$ cat config.mk
export PLATFORM = sky130hd
export DESIGN_NAME = on_off_logic
export DESIGN_NICKNAME = d
export VERILOG_FILES = /design/src/rtl/oven_pkg.sv /design/src/rtl/oven_sync.sv /design/src/rtl/on_off_logic.sv
export SDC_FILE = /design/constraint.sdc
export NUM_CORES = 1
export LEC_CHECK = 0
export ABC_CLOCK_PERIOD_IN_PS = 1000
export BUFFER_PORTS_ARGS = -buffer_cell sky130_fd_sc_hd__buf_2
export CAP_MARGIN = 20
export CORE_AREA = 2 2 39 41
export CTS_BUF_LIST = sky130_fd_sc_hd__clkbuf_16
export CTS_CLUSTER_SIZE = 40
export DETAILED_ROUTE_END_ITERATION = 12
export DIE_AREA = 0 0 41 43
export PLACE_DENSITY = 0.46
export RECOVER_POWER = 100
export SYNTH_ARGS = -nofsm -noshare
export SYNTH_HDL_FRONTEND = slang
export SYNTH_SLANG_ARGS = --single-unit
$ cat constraint.sdc
create_clock -name clk -period 1 [get_ports clk]
set_clock_uncertainty 0.2 [all_clocks]
set_input_delay 0.2 -clock clk [delete_from_list [all_inputs] [get_ports clk]]
set_output_delay 0.2 -clock clk [all_outputs]
set_load 0.01 [all_outputs]
$ cat src/rtl/oven_pkg.sv
// Shared constants for the microwave oven controller: synchronizer depth and
// the safe levels that input synchronizers load while rst is held.
package oven_pkg;

   localparam int OVEN_SYNC_STAGES_DEFAULT = 2;

   // Safe levels: buttons released, door treated as open, timer not expired.
   localparam logic BTN_IDLE   = 1'b1;
   localparam logic DOOR_SAFE  = 1'b0;
   localparam logic TIMER_SAFE = 1'b0;

endpackage : oven_pkg

$ cat src/rtl/oven_sync.sv
// Single-bit synchronizer of parameterised depth with a synchronous,
// active-high reset to a chosen level. STAGES = 0 passes the input straight through.
module oven_sync #(
   parameter int   STAGES  = 2,
   parameter logic RST_VAL = 1'b0
) (
   input  logic clk,
   input  logic rst,
   input  logic d,
   output logic q
);

   generate
      if (STAGES == 0) begin : g_bypass
         assign q = d;
      end else begin : g_chain
         logic [STAGES-1:0] chain;

         // NOTE: sequential state uses non-blocking assignments so every stage
         // samples the previous stage's old value, giving a true shift chain.
         always_ff @(posedge clk) begin
            if (rst) begin
               chain <= {STAGES{RST_VAL}};
            end else begin
               chain[0] <= d;
               for (int i = 1; i < STAGES; i++) begin
                  chain[i] <= chain[i-1];
               end
            end
         end

         assign q = chain[STAGES-1];
      end
   endgenerate

endmodule : oven_sync

$ cat src/rtl/on_off_logic.sv
// Start/stop decision for the magnetron: synchronizes the operator and door
// inputs, registers set/reset commands and holds the on/off latch as mag_on.
module on_off_logic
   import oven_pkg::*;
#(
   parameter int SYNC_STAGES = OVEN_SYNC_STAGES_DEFAULT
) (
   input  logic clk,
   input  logic rst,
   input  logic startn,
   input  logic stopn,
   input  logic clrn,
   input  logic door_closed,
   input  logic timer_done,
   output logic set,
   output logic reset,
   output logic mag_on
);

   logic s_startn;
   logic s_stopn;
   logic s_clrn;
   logic s_door_closed;
   logic s_timer_done;
   logic set_c;
   logic reset_c;

   oven_sync #(.STAGES(SYNC_STAGES), .RST_VAL(BTN_IDLE)) u_sync_start (
      .clk (clk),
      .rst (rst),
      .d   (startn),
      .q   (s_startn)
   );

   oven_sync #(.STAGES(SYNC_STAGES), .RST_VAL(BTN_IDLE)) u_sync_stop (
      .clk (clk),
      .rst (rst),
      .d   (stopn),
      .q   (s_stopn)
   );

   oven_sync #(.STAGES(SYNC_STAGES), .RST_VAL(BTN_IDLE)) u_sync_clr (
      .clk (clk),
      .rst (rst),
      .d   (clrn),
      .q   (s_clrn)
   );

   oven_sync #(.STAGES(SYNC_STAGES), .RST_VAL(DOOR_SAFE)) u_sync_door (
      .clk (clk),
      .rst (rst),
      .d   (door_closed),
      .q   (s_door_closed)
   );

   oven_sync #(.STAGES(SYNC_STAGES), .RST_VAL(TIMER_SAFE)) u_sync_timer (
      .clk (clk),
      .rst (rst),
      .d   (timer_done),
      .q   (s_timer_done)
   );

   // An open door or expired timer must never produce a start request.
   always_comb begin
      set_c   = !s_startn && s_door_closed && !s_timer_done;
      reset_c = !s_door_closed || !s_clrn || !s_stopn || s_timer_done;
   end

   // Both commands are reported unmasked; only the latch gives reset priority.
   always_ff @(posedge clk) begin
      if (rst) begin
         set    <= 1'b0;
         reset  <= 1'b1;
         mag_on <= 1'b0;
      end else begin
         set   <= set_c;
         reset <= reset_c;
         if (reset) begin
            mag_on <= 1'b0;
         end else if (set) begin
            mag_on <= 1'b1;
         end
      end
   end

endmodule : on_off_logic

======== Yosys cells after proc, flatten, opt, wreduce, memory -nomap -nowiden ========
Cells that the tools add are included.
word-level totals
  memory bits (read-only) ................. 0
  RAM bits ................................ 0
  bits in registers ....................... 13
  memories ................................ 0
  bits in latches ......................... 0
  logic and storage cells ................. 19
operators by class
  div/mod/pow operators ................... 0
  $mul .................................... 0
  reductions and logical operators ........ 11
  multiplexer cells ....................... 0
  order comparisons ....................... 0
  equal/unequal tests ..................... 0
  shift operators ......................... 0
  bitwise gates (word level) .............. 0
  add/subtract/negate cells ............... 0
operators with widths
  cell                 number
  $logic_not A1 Y1     5
  $logic_or A1 B1 Y1   3
  $logic_and A1 B1 Y1  2
  $reduce_or A2 Y1     1

======== Longest topological paths before layout ========
Gate-level depths: netlist (run 1).
  depth in word-level cells ............... 4
  gate-level depth with buffers ........... 2

======== By module ========
From an unflattened synthesis (run 1), not the netlist that was laid out.
second synthesis, totals
  cell total of the unflattened synthesis .. 28
  area total of the unflattened synthesis .. 356.6 µm²
by module, submodules not included
  module        instances  area each (µm²)  cells an instance
  oven_sync     5          52.6             4
  on_off_logic  1          93.8             8

======== Least setup slack after synthesis (run 1) ========
OpenSTA, ideal clock, no wires.
  kind .................................... register to register
  start point ............................. reg u_sync_timer.g_chain.chain[1]
  end point ............................... reg reset
  stages on the path, launching flop included .. 3
  buffers on the path ..................... 0
  slack ................................... 0.163 ns
  data arrival time ....................... 0.515 ns
  clock period less this slack ............ 0.837 ns
  setup time .............................. 0.122 ns
  cells stage by stage .................... dfxtp_1 nor3b_2 nand3_1
on the way
  longest elaborated chain between the ends .. 1
RTL lines
  item                             RTL line            RTL
  start, declared                  oven_sync.sv:17     logic [STAGES-1:0] chain;
  start signal, assigned           oven_sync.sv:23     chain <= {STAGES{RST_VAL}};
  start signal, assigned by index  oven_sync.sv:27     chain[i] <= chain[i-1];
  $logic_or A1 B1 Y1               on_off_logic.sv:66  reset_c = !s_door_closed || !s_clrn || !s_stopn || s_timer_done;
  end signal, assigned             on_off_logic.sv:77  reset <= reset_c;
  end, declared                    on_off_logic.sv:16  output logic reset,
Every way passes these cells.
A chain may end at the register's enable or synchronous reset.

======== Worst setup path after layout (run 1) ========
  start point ............................. reg reset
  end point ............................... out reset
No word-level cell between the ends.

==> results of run 1 <==
## state kept, by name (all words and copies together) (netlist names)
signal,cells
u_sync_clr.g_chain.chain,2
u_sync_door.g_chain.chain,2
u_sync_start.g_chain.chain,2
u_sync_stop.g_chain.chain,2
u_sync_timer.g_chain.chain,2
mag_on,1
reset,1
set,1
## synthesized netlist by cell type
master   instances  area, µm²
nor3_1           1       5.00
nor2b_1          4       25.0
nor3b_2          1       12.5
buf_6            1       11.3
nand3_1          1       5.00
or2_1            6       37.5
dfxtp_1         13        260
and2b_1          1       7.51
nor2_1           1       3.75
## routing by layer
layer  track usage, %  part of all wire (%)  wire (µm)
met4             8.00                   3.0         16
met1             7.89                    41        221
met3             4.71                   8.4         45
met2             12.5                    47        249
met5                0                     0          0
## cell type report
class	count	area (µm²)	share of cell area, %
flip-flops and latches	13	264	50.6
multi-input cells	15	96.3	18.5
clock buffers	3	75.1	14.4
repair buffers	9	62.6	12.0
well taps	16	20.0	3.84
clock inverters	1	3.75	0.719
## worst max path at each step
stage / end / slack [ns]
6_report: reset / -0.06
5_1_grt: reset / -0.08
4_1_cts: reset / -0.07
3_5_place_dp: reset / -0.0001
3_3_place_gp: reset / 0.04
2_1_floorplan: reset / 0.16
## cells by family after synthesis
| group | Yosys count | share of synthesized area (%) |
|---|---|---|
| AND/OR/NAND/NOR | 15 | 26.2 |
| flip-flops | 13 | 70.7 |
| buffers and inverters | 1 | 3.06 |
## power groups by stage
stage | Sequential (W) | Combinational (W) | Clock, W
after floorplan | 0.000553 | 0.0000207 | 0
after global placement | 0.000554 | 0.0000311 | 0
after detailed placement | 0.000554 | 0.0000330 | 0
after CTS | 0.000546 | 0.0000346 | 0.000736
after global routing | 0.000547 | 0.0000375 | 0.000758
final | 0.000546 | 0.0000333 | 0.000724
## stage by stage
step	hold slack (ns)	instances	util [%]	setup WS [ns]
after floorplan	0.0971	29	-	0.163
after global placement	0.165	53	30.5	0.0357
after CTS	-0.0609	57	37.8	-0.0663
after detailed placement	0.173	53	30.5	-0.000136
after global routing	-0.0561	57	37.7	-0.0815
final	-0.0624	57	37.7	-0.0636
## what timing repair did
action / 4_1_cts / 5_1_grt
endpoints found under the hold margin: 5 / 5
resized for setup: 6 / 0
endpoints found under the setup margin: 3 / 3
==> parameters.txt, run 1 <==
Parameter                              Value

Critical path
  Data arrival time of the worst path    0.66 ns
  Number of cells on the critical path    1
  Origin of the critical flop-to-flop path    u_sync_timer.g_chain.chain[1]
  Worst reg2reg path depth    2
  Worst setup SP type    flop
  Crit. Startpoint    reset
  R2R Setup Slk    0.09 ns
  Destination of the worst register-to-register timing path    reset
  Worst stage delay on the critical path    0.32 ns
  Critical path data required time    0.60 ns
  Combined buffer and inverter count along the critical path    1
  Type of the setup path with the least slack    flop to primary output
  CP Max Fanout    2
  Sequence of cells on the critical path    buf_6
  Top Family by Delay on Critical Path    flip-flops
  Library cell contributing the largest single delay on the critical path    dfxtp_2
  Critical Path End Type    primary output

Detailed routing
  Iteration-0 DRC count of the detailed router    0
  Detailed-route DRC error count    0
  Antenna-violating nets left    0
  Total wire length after detailed routing    533 µm
  Overall via count from detail_route    222
  1st-pass router iterations    1
  Vias/cell    3.89
  Routed wirelength normalized by instance count    9.35 µm

Hold path
  Hold Path Depth    2
  Worst Hold Class    input pin to flop
  Hold Path Origin    startn
  Hold path endpoint    u_sync_start.g_chain.chain[0]

Clocking
  CTS max path bufs    2
  Buffer type at the clock tree root    clkbuf_16
  Setup repair bufs after CTS    0
  Num CTS Buffers    3
  Worst skew pair latency    0.24 ns
  Level count of the clock H-tree    1
  CTS tree    done
  Number of clock sinks    13
  CTS clk-pin slew, worst paths    0.04 ns

GRT
  Maximum number of pins on one net before global-route repair    13
  Total grt overflow    0
  Total routing usage reported by global routing    8.59%
  First-pass GRT wire length    897 µm
  Via count of the first global-routing pass    241
  Antenna violations before repair    0

Pwr
  Internal power    0.00109 W
  Power share of the sequential group    41.9%
  Leak Pwr    0.217 nW
  Clock network fraction of design power    55.6%
  Net Sw Frac    16.7%
  Power density of the placed cells    2500 nW/µm²
  Worst IR drop on VDD    0.00101 V
  Total design power    0.00130 W
  Sw Pwr    0.000218 W
  Share of power burned in combinational logic    2.6%

Die
  Core region area    1380 µm²
  # rows    14
  Initial core utilization    26.6%
  Boundary pin count    10
  Area of the die    1760 µm²
  Die span in x    41 µm
  Die span in y    43 µm

STA
  Hold violation count in the final report    5
  Setup_tns    -0.188 ns
  Worst hold margin    -0.0624 ns
  Post-route minimum period    1.06 ns
  Post-layout worst setup margin    -0.0636 ns
  Unrepaired setup endpoints after global routing    yes
  Final worst-path cycle share    106%
  Max frequency    940 MHz
  Max Transition Viols Final    0
  Endpoints failing setup    3
  Worst slew pin tran    0.451 ns
  Relative slew margins    69.9%

Finish
  Most common cell after layout, fill and taps aside    dfxtp_1
  Net count of the finished layout    49
  Top library cells by usage in the layout, fill and taps aside    dfxtp_1 (10), or2_1 (6), buf_2 (5), nor2b_1 (4)
  N_diodes    0
  Synthesis-to-finish area growth    41.8%
  Total of fill cells in the finished design    147
  Final cell area excluding filler cells    522 µm²
  Share of layout cells above drive strength 1    36.6%

Yosys
  Average cell area after synthesis    12.7 µm²
  Netlist area before placement    368 µm²
  Library cells used by synthesis    9
  Synthesized net count    36
  Sequential share of the synthesized area    70.7%
  Register bit count reported by yosys    13
  Yosys Warn Count    0
  Number of standard cells after synthesis    29

Placement
  Placement Cell Area    422 µm²
  RePlAce Congestion    0.628
  Input/output buffers    9

Run status
  Status    complete, but fails checks
  Failing checks    hold timing, setup timing

Run
  Number of max-cap violations    0
(Power assumes the default switching activity.)
==> inputs of run 2 (changes only) <==
--- a/config.mk
+++ b/config.mk
@@ -13,7 +13,7 @@
 export CTS_CLUSTER_SIZE = 40
 export DETAILED_ROUTE_END_ITERATION = 12
 export DIE_AREA = 0 0 41 43
-export PLACE_DENSITY = 0.46
+export PLACE_DENSITY = 0.44
 export RECOVER_POWER = 100
 export SYNTH_ARGS = -nofsm -noshare
 export SYNTH_HDL_FRONTEND = slang
==> run 2 against run 1 <==
Clock-buffer cell count stayed put; utilization up 0.091 points; die area unchanged; critical endpoint is now set; register-to-register slack improved by 0.02 ns; final cell count unchanged; highest routed layer unchanged; routed wire length down 4.3%; the flow still finishes with violations (hold timing, setup timing); sequential power is essentially flat; combinational power shrank 2%.
==> parameters.txt, run 2 (synthesis results as in run 1) <==
Parameter                              Value

Run status
  Status    complete, but fails checks
  Failing checks    hold timing, setup timing

Critical path
  Worst stage delay on the critical path    0.32 ns
  Library cell contributing the largest single delay on the critical path    dfxtp_2
  Sequence of cells on the critical path    buf_6
  Data arrival time of the worst path    0.67 ns
  Combined buffer and inverter count along the critical path    1
  CP Max Fanout    2
  Critical Path End Type    primary output
  Type of the setup path with the least slack    flop to primary output
  Critical path data required time    0.60 ns
  Top Family by Delay on Critical Path    flip-flops
  Worst setup SP type    flop

Die
  Boundary pin count    10
  Core region area    1380 µm²
  # rows    14
  Initial core utilization    26.6%
  Die span in x    41 µm
  Area of the die    1760 µm²
  Die span in y    43 µm

Finish
  Net count of the finished layout    49
  Top library cells by usage in the layout, fill and taps aside    dfxtp_1 (10), or2_1 (6), buf_2 (5), nor2b_1 (4)
  Synthesis-to-finish area growth    42.2%
  Most common cell after layout, fill and taps aside    dfxtp_1
  Share of layout cells above drive strength 1    39.0%
  N_diodes    0
  Utilization of the core after routing    37.8%
  Final Instance Count excl. Fillers    57

Detailed routing
  1st-pass router iterations    2
  Routed wirelength normalized by instance count    8.95 µm
  Overall via count from detail_route    222
  Iteration-0 DRC count of the detailed router    1
  Detailed-route DRC error count    0
  Antenna-violating nets left    0
  Vias/cell    3.89
  Total wire length after detailed routing    510 µm

Pwr
  Leak Pwr    0.216 nW
  Worst IR drop on VDD    0.000950 V
  Power density of the placed cells    2530 nW/µm²

GRT
  Maximum number of pins on one net before global-route repair    13
  Antenna violations before repair    0
  Grt peak-use layer    met2
  First-pass GRT wire length    848 µm
  Total grt overflow    0
  Total routing usage reported by global routing    8.06%
  Met2 track demand over resource in global routing    12.5%
  GRT met3 Usage    7.85%
  Via count of the first global-routing pass    244
  Global routing met1 resource utilization    5.19%

STA
  Final worst-path cycle share    107%
  Post-layout worst setup margin    -0.0713 ns
  Setup_tns    -0.211 ns
  Hold violation count in the final report    5
  Unrepaired setup endpoints after global routing    yes
  Worst hold margin    -0.0656 ns
  Max frequency    933 MHz
  Post-route minimum period    1.07 ns
  Endpoints failing setup    3
  Worst slew pin tran    0.449 ns
  Relative slew margins    70.1%
  Max Transition Viols Final    0

Placement
  Inst Count DP    53
  Hpwl dp    328 µm
  RePlAce Congestion    0.590
  Input/output buffers    9

Clocking
  CTS tree    done
  Worst skew pair latency    0.24 ns
  Level count of the clock H-tree    1
  Setup repair bufs after CTS    0
  Buffer type at the clock tree root    clkbuf_16
  Num CTS Buffers    3
  CTS max path bufs    2
  CTS clk-pin slew, worst paths    0.04 ns
  Number of clock sinks    13

Run
  Number of max-cap violations    0

Hold path
  Worst Hold Class    input pin to flop
## run 2: worst paths after layout
kind / start / endpoint / slack (ns) / cells after the start
setup / recovery: set / set / -0.07 / 1
hold / removal: clrn / u_sync_clr.g_chain.chain[0] / -0.07 / 2
setup reg to reg: u_sync_timer.g_chain.chain[1] / set / 0.11 / 2
hold reg to reg: u_sync_stop.g_chain.chain[1] / reset / 0.17 / 1
## run 2: timing repair
action,in CTS,in global routing
hold endpoints to repair,5,5
resized for setup,6,0
cloned,0,0
endpoints found under the setup margin,3,3
## run 2: per-stage QoR
step           worst slack, ns  power (W)  instance area [µm²]
2_1_floorplan            0.163   0.000574                  368
3_3_place_gp            0.0368   0.000585                  422
3_5_place_dp          -0.00398   0.000587                  422
4_1_cts                -0.0723    0.00134                  524
5_1_grt                -0.0919    0.00137                  523
6_report               -0.0713    0.00132                  523
## run 2: worst register-to-register path: stages, from the launching register on
cell	delay, ns
dfxtp_1	0.30
nor3b_2	0.17
nor2b_1	0.15
## run 2: power breakdown
| part | switching, W | total [W] | leakage [nW] | internal [W] |
|---|---|---|---|---|
| registers | 0.00000489 | 0.000545 | 0.108 | 0.000540 |
| clock network | 0.000216 | 0.000747 | 0.0409 | 0.000531 |
| logic | 0.0000128 | 0.0000328 | 0.0669 | 0.0000201 |
| total | 0.000234 | 0.00132 | 0.216 | 0.00109 |
## run 2: routing by layer
layer / part of all wire [%] / vias to the layer above / wire (µm)
met4: 4.1 / 0 / 21
met1: 40 / 96 / 202
met3: 11 / 3 / 54
met2: 45 / 11 / 232
li1: - / 112 / -
met5: 0 / - / 0
## run 2: final cells by class
cell class	instances	area [µm²]
fillers	142	861
clock buffers	3	75.1
repair buffers	9	62.6
clock inverters	1	5.00
well taps	16	20.0
multi-input cells	15	96.3
flip-flops and latches	13	264
==> inputs of run 3 (changes only) <==
==> constraint.sdc (replaced) <==
create_clock -name clk -period 1 [get_ports clk]
set_clock_uncertainty 0.2 [all_clocks]
set_input_delay 0.2 -clock clk [delete_from_list [all_inputs] [get_ports clk]]
set_output_delay 0.2 -clock clk [all_outputs]
set_load 0.1 [all_outputs]
==> run 3 against run 2 <==
The run still ends with hold timing, setup timing left; non-clock buffer count unchanged; clock power decreased by 3.9%; via count decreased by 3.6%; fmax decreased by 7.7%; power decreased by 1.8%; first-iteration DRC count decreased by 100%; routed wire length decreased by 4.1%; sequential power decreased by 1%; largest cell class unchanged; highest routed layer is now met3.
==> parameters.txt, run 3 (synthesis results as in run 1) <==
Parameter                              Value

Detailed routing
  Routed wirelength normalized by instance count    8.58 µm
  Top metal layer carrying routed signals    met3
  Overall via count from detail_route    214
  Wire length on met1    200 µm
  Iteration-0 DRC count of the detailed router    0
  Total wire length after detailed routing    489 µm
  Routed wire length on met2    248 µm
  Detailed-route DRC error count    0
  1st-pass router iterations    1
  Antenna-violating nets left    0
  Vias/cell    3.75
  Total length of routed met3 wires    39 µm

Clocking
  Worst skew pair latency    0.24 ns
  Num CTS Buffers    3
  CTS tree    done
  CTS max path bufs    2
  Number of clock sinks    13
  Buffer type at the clock tree root    clkbuf_16
  Level count of the clock H-tree    1
  Number of gates resized after CTS    0
  CTS clk-pin slew, worst paths    0.04 ns

STA
  Max Transition Viols Final    0
  Post-route minimum period    1.16 ns
  Setup_tns    -0.458 ns
  Relative slew margins    70.6%
  Worst hold margin    -0.0605 ns
  Endpoints failing setup    3
  Hold violation count in the final report    5
  Max frequency    862 MHz
  Unrepaired setup endpoints after global routing    yes
  Final worst-path cycle share    116%
  Post-layout worst setup margin    -0.160 ns
  Worst slew pin tran    0.440 ns

Finish
  Total of fill cells in the finished design    138
  Utilization of the core after routing    40.1%
  Top library cells by usage in the layout, fill and taps aside    dfxtp_1 (10), or2_1 (6), buf_2 (5), nor2b_1 (4)
  N_diodes    0
  Share of layout cells above drive strength 1    36.6%
  Most common cell after layout, fill and taps aside    dfxtp_1
  Net count of the finished layout    49
  Synthesis-to-finish area growth    51.0%

Pwr
  Clock network fraction of design power    55.2%
  Power share of the sequential group    41.4%
  Leak Pwr    0.226 nW
  Share of power burned in combinational logic    3.3%
  Power density of the placed cells    2340 nW/µm²
  Total design power    0.00130 W
  Internal power    0.00108 W
  Net Sw Frac    16.9%
  Worst IR drop on VDD    0.000883 V
  Sw Pwr    0.000220 W

Critical path
  Type of the setup path with the least slack    flop to primary output
  Worst setup SP type    flop
  Sequence of cells on the critical path    buf_12
  Critical path data required time    0.60 ns
  Worst stage delay on the critical path    0.35 ns
  Library cell contributing the largest single delay on the critical path    dfxtp_4
  Data arrival time of the worst path    0.76 ns
  Combined buffer and inverter count along the critical path    1
  Number of cells on the critical path    1
  Critical Path End Type    primary output
  CP Max Fanout    2
  Top Family by Delay on Critical Path    flip-flops
  Worst reg2reg path depth    2

Die
  Area of the die    1760 µm²
  Initial core utilization    26.6%
  # rows    14
  Die span in x    41 µm
  Boundary pin count    10
  Die span in y    43 µm
  Core region area    1380 µm²

Run status
  Failing checks    hold timing, setup timing
  Status    complete, but fails checks

GRT
  Maximum number of pins on one net before global-route repair    13
  First-pass GRT wire length    786 µm
  Total routing usage reported by global routing    7.78%
  Via count of the first global-routing pass    200
  Total grt overflow    0
  Antenna violations before repair    0

Placement
  Worst slack, placed    -0.00233 ns
  RePlAce Congestion    0.645
  Input/output buffers    9

Run
  Number of max-cap violations    0

Hold path
  Worst Hold Class    input pin to flop
  Hold Path Depth    2
run 3: cell types whose count changed in the layout (fill, tap and decap cells not counted), sizes merged:
cell	delta
clkinv	-1
inv	+1
run 3: path summary, 6_finish.rpt:
path	from	end	slack, ns
max	set	set	-0.16
min	clrn	u_sync_clr.g_chain.chain[0]	-0.06
max reg2reg	u_sync_timer.g_chain.chain[1]	reset	0.12
min reg2reg	u_sync_start.g_chain.chain[1]	set	0.17
run 3: power by group through the flow:
| stage | Clock, W | Sequential (W) | Combinational [W] |
|---|---|---|---|
| after floorplan | 0 | 0.000554 | 0.0000207 |
| after global placement | 0 | 0.000547 | 0.0000433 |
| after detailed placement | 0 | 0.000548 | 0.0000443 |
| after CTS | 0.000735 | 0.000539 | 0.0000445 |
| after global routing | 0.000753 | 0.000540 | 0.0000470 |
| final | 0.000718 | 0.000539 | 0.0000433 |
run 3: per-layer routing:
layer  vias to the layer above  track usage (%)
met5                         -                0
met3                         0             4.71
met2                         8             8.75
li1                        113                -
met4                         0             10.0
met1                        93             8.20
run 3: cell type report:
type / instances / area (µm²) / area share [%]
clock buffer: 3 / 75.1 / 13.5
clock inverter: 1 / 3.75 / 0.676
multi-input combinational: 15 / 96.3 / 17.3
sequential: 13 / 272 / 48.9
tap: 16 / 20.0 / 3.60
timing repair buffer: 9 / 88.8 / 16.0
run 3: per-stage QoR:
stage                     instances  cell area [µm²]
after global placement           53              478
after detailed placement         53              478
final                            57              556
after floorplan                  29              379
after CTS                        57              557
after global routing             57              556
run 3: repair_timing:
| item | 4_1_cts | 5_1_grt |
|---|---|---|
| endpoints found under the hold margin | 5 | 4 |
| setup buffers | 0 | 0 |
| setup endpoints to repair | 3 | 3 |
| pin swaps | 0 | 0 |
